**config.mk**
```make
export PLATFORM = sky130hd
export DESIGN_NAME = key_reduce_ctrl
export DESIGN_NICKNAME = d
export VERILOG_FILES = /design/src/rtl/key_reduce_ctrl.sv
export SDC_FILE = /design/constraint.sdc
export NUM_CORES = 1
export LEC_CHECK = 0
export ABC_AREA = 1
export BUFFER_PORTS_ARGS = -buffer_cell sky130_fd_sc_hd__buf_2
export CAP_MARGIN = 15
export CORE_MARGIN = 2
export CORE_UTILIZATION = 40
export CTS_CLUSTER_DIAMETER = 40
export DETAILED_ROUTE_END_ITERATION = 6
export GPL_ROUTABILITY_DRIVEN = 1
export REMOVE_ABC_BUFFERS = 1
export SYNTH_ARGS = -nofsm -noshare
export SYNTH_HDL_FRONTEND = slang
export SYNTH_SLANG_ARGS = --single-unit
export TNS_END_PERCENT = 10
```
**constraint.sdc**
```tcl
create_clock -name clk -period 3.55 [get_ports clk]
set_clock_uncertainty 0.2 [all_clocks]
set_input_delay 0.1775 -clock clk [delete_from_list [all_inputs] [get_ports clk]]
set_output_delay 0.1775 -clock clk [all_outputs]
set_load 0.01 [all_outputs]
```
**src/rtl/key_reduce_ctrl.sv**
```systemverilog
// Key assembly controller: gathers sixteen 32-bit words into a 512-bit key,
// waits RED_LAT cycles for the reduction datapath, then holds the reduced result.
module key_reduce_ctrl #(
  parameter int RED_LAT = 1
) (
  input  logic         clk,
  input  logic         rst,
  input  logic         in_valid,
  output logic         in_ready,
  input  logic [31:0]  in_data,
  input  logic         in_last,
  output logic [511:0] key_out,
  input  logic [31:0]  red_in,
  output logic         out_valid,
  input  logic         out_ready,
  output logic [31:0]  out_data,
  output logic         busy,
  output logic         frame_err
);

  // Handshakes: a transfer happens on a rising edge where valid and ready are
  // both 1; valid may be raised at any time and is held until the transfer.

  typedef enum logic [1:0] {
    LOAD = 2'd0,
    RUN  = 2'd1,
    DONE = 2'd2
  } state_t;

  state_t         state;
  logic [3:0]     cnt;
  logic [3:0]     lat;
  logic [511:0]   key_q;

  assign in_ready = (state == LOAD);
  assign busy     = (state != LOAD);
  assign key_out  = key_q;

  always_ff @(posedge clk) begin
    if (rst) begin
      state     <= LOAD;
      cnt       <= 4'd0;
      lat       <= 4'd0;
      key_q     <= '0;
      out_data  <= 32'd0;
      out_valid <= 1'b0;
      frame_err <= 1'b0;
    end else begin
      frame_err <= 1'b0;
      case (state)
        LOAD: begin
          if (in_valid) begin
            key_q[32*cnt +: 32] <= in_data;
            // in_last must coincide exactly with the 16th word
            if (in_last != (cnt == 4'd15)) begin
              frame_err <= 1'b1;
              cnt       <= 4'd0;
            end else if (in_last) begin
              cnt   <= 4'd0;
              lat   <= 4'(RED_LAT);
              state <= RUN;
            end else begin
              cnt <= cnt + 4'd1;
            end
          end
        end
        RUN: begin
          if (lat == 4'd0) begin
            out_data  <= red_in;
            out_valid <= 1'b1;
            key_q     <= '0;
            state     <= DONE;
          end else begin
            lat <= lat - 4'd1;
          end
        end
        DONE: begin
          if (out_ready) begin
            out_valid <= 1'b0;
            state     <= LOAD;
          end
        end
        default: state <= LOAD;
      endcase
    end
  end

endmodule
```
==> flow_summary.ini <==
[power]
swShare = 0.246
seq_power_share = 0.382
peakVddDrop_v = 0.000423
internal-power_mw = 12.4
clkPwrFrac = 0.560
p_switching_mw = 4.04
power_mw = 16.4
combPwrFrac = 0.058
leakagePower_nw = 12.0
power_density_nw_per_um2 = 561

[die]
die_w_um = 238
die_area_sq_um = 56600
core_sq_um = 53900
fp-row-count = 85
dieHeight_um = 238
io_pins = 617
start_util = 0.406

[clock_tree]
clkSlewWorstSetupHoldPaths_ns = 0.05
cts_buffers = 88
cts_max_path_buffers = 3
cts-root-buf = clkbuf_16
post_cts_buffers = 0
tritoncts = yes
htreeDepth = 3
clk_latency_ns = 0.62
cts_resized = 0
clock-sinks = 556

[setup_path]
reg2regPathDepth = 9
crit_chain = inv_2 > ha_1 > buf_4 > nand2_1 > inv_1 > nand2_1 > nor2_1 > nand2_1 > a21oi_1
crit_required_ns = 3.91
crit_path_end_kind = register
path_common_cell = nand2_1
reg2reg_to = key_out[307]
worst-path-buf-inv = 3
slowest_delay_ns = 0.49
crit_slowest_cell = nand2_1
timing.reg2reg.setup_slack_ns = 0.58
rr_startpoint = cnt[0]
cp.arrival_ns = 3.34
critPathKind = reg2reg
critPathTopFamily = simple AND/OR/NAND/NOR gates
crit_path_start_kind = register
critPathMaxFanout = 35

[global_route]
antenna_found_initial = 1
grt.total_usage = 0.325
grt_pass1_wl_mm = 141
grt_overflow = 0
grt_pass1_vias = 22700
grt_max_degree = 227

[detailed_routing]
drc = 0
first_pass_iters = 6
wl_per_cell_um = 22.4
drt_iter0_markers = 2512
vias = 24200
viasPerCell = 5.61
ant_nets = 0
routed_wl_mm = 96.5

[synthesis]
syn-instance-count = 2975
synth_area_per_cell_sq_um = 7.36
synth-seq-area-share = 0.508
syn_area_sq_um = 21900
yosys_warnings = 0
synth_seq_cells = 556
ys_types = 25
yosys.area.top_type = dfxtp_1
yosys-top-cells-area = dfxtp_1 (51%), nand2_1 (13%), a21oi_1 (12%)
synth_top_area_share = 0.508

[timing]
rsz0062_at_grt = no
max_slew.worst_pin.slew_ns = 1.24
slew-limit-headroom = 0.172
fin_crit_sh = 0.838
setup_violations = 0
slew_viol_final = 0
hold_viol_final = 0
fmax_mhz = 336
final_critical_path_setup_slack_ns = 0.575
setup_tns_ns = 0
period_needed_ns = 2.97

[final_layout]
final_common_cell = nand2_1
num-fill-cells = 5132
drive_above_1_share = 0.239
layout_common_cells = nand2_1 (748), buf_2 (615), dfxtp_1 (556)
insertedDiodeCount = 0
finalNonFillerCells = 4313
fin_nets = 3620
syn_to_final_growth_pct = 33.7

[min_path]
hold_end = out_data[20]
whs_path_depth = 4
min_from = red_in[20]
hp-class = in2reg

[job]
max_cap_viol_count = 0

[placement]
dp_hpwl_mm = 63.7
finalWeightedCongestion = 0.898
place_ws_ns = 0.628
dpl.cell_count = 4081
io_buffers = 616

[outcome]
status = completed
worst register-to-register path, stage by stage, from the launching register on:
cell	delay, ns
dfxtp_1	0.48
inv_2	0.07
ha_1	0.31
buf_4	0.37
nand2_1	0.25
inv_1	0.12
nand2_1	0.49
nor2_1	0.36
nand2_1	0.11
a21oi_1	0.17
logic make-up after synthesis:
family                     Yosys count  synth area share
AOI/OAI and AO/OA                  563             0.129
buffers and inverters              293            0.0538
and+or+nand+nor                   1555             0.304
adders and majority gates            7           0.00400
DFF                                556             0.508
xor gates and xnor gates             1           0.00126
area by class of cell:
type,instances,area (sq um),area share
clock buffers,105,2370,0.0809
flip-flops and latches,556,11100,0.380
clock inverters,58,810,0.0277
inverters,30,120,0.00410
multi-input cells,2126,9700,0.331
well taps,696,871,0.0297
repair buffers,742,4270,0.146
power groups by stage:
| stage | registers [mW] | clock network [mW] | logic [mW] |
|---|---|---|---|
| floorplan | 6.41 | 0 | 0.358 |
| global placement | 6.41 | 0 | 0.858 |
| detailed placement | 6.41 | 0 | 0.869 |
| CTS | 6.27 | 9.30 | 0.933 |
| global route | 6.27 | 9.58 | 1.00 |
| finish | 6.28 | 9.20 | 0.960 |
what timing repair did:
| item | in CTS | in global routing |
|---|---|---|
| setup endpoints to repair | 0 | 0 |
| hold buffers | 69 | 0 |
| endpoints found under the hold margin | 414 | 0 |
registers in the layout (all words and copies together) (netlist names):
name       flops
key_out      512
out_data      32
cnt            4
lat            4
state          2
frame_err      1
out_valid      1
cells in the mapped netlist (all sizes together):
master and number:
nand2 752, dfxtp 556, a21oi 518, nand3 333, nor2 307, clkbuf 177
nand4 103, buf 86, nor3 56, o21ai 42, inv 27, ha 7
a211oi 3, clkinv 3, nor4 3, nor3b 1, xor2 1
metrics by stage:
stage	util	hold slack (ns)	instance area, sq um
after floorplan	-	0.0466	20800
after global placement	0.471	0.199	25400
after detailed placement	0.471	0.209	25400
after CTS	0.543	0.0787	29300
after global routing	0.543	0.113	29300
final	0.543	0.118	29300
worst max-delay path by stage:
stage          startpoint           end  slack, ns  depth (start not counted)
5_1_grt            cnt[0]  key_out[128]       0.34                          8
2_1_floorplan    state[1]  key_out[128]      -5.50                          9
6_report           cnt[0]  key_out[307]       0.58                          9
3_3_place_gp       cnt[0]   key_out[59]       0.69                          9
4_1_cts            cnt[0]  key_out[307]       0.61                          9
3_5_place_dp       cnt[0]   key_out[51]       0.63                          9
routing by layer:
metal | GRT usage | part of all wire
met1 | 0.407 | 0.40
met2 | 0.503 | 0.45
met3 | 0.0960 | 0.097
met4 | 0.177 | 0.060
met5 | 0 | 0.00012
Note: power is estimated with default switching activity, not from simulation.
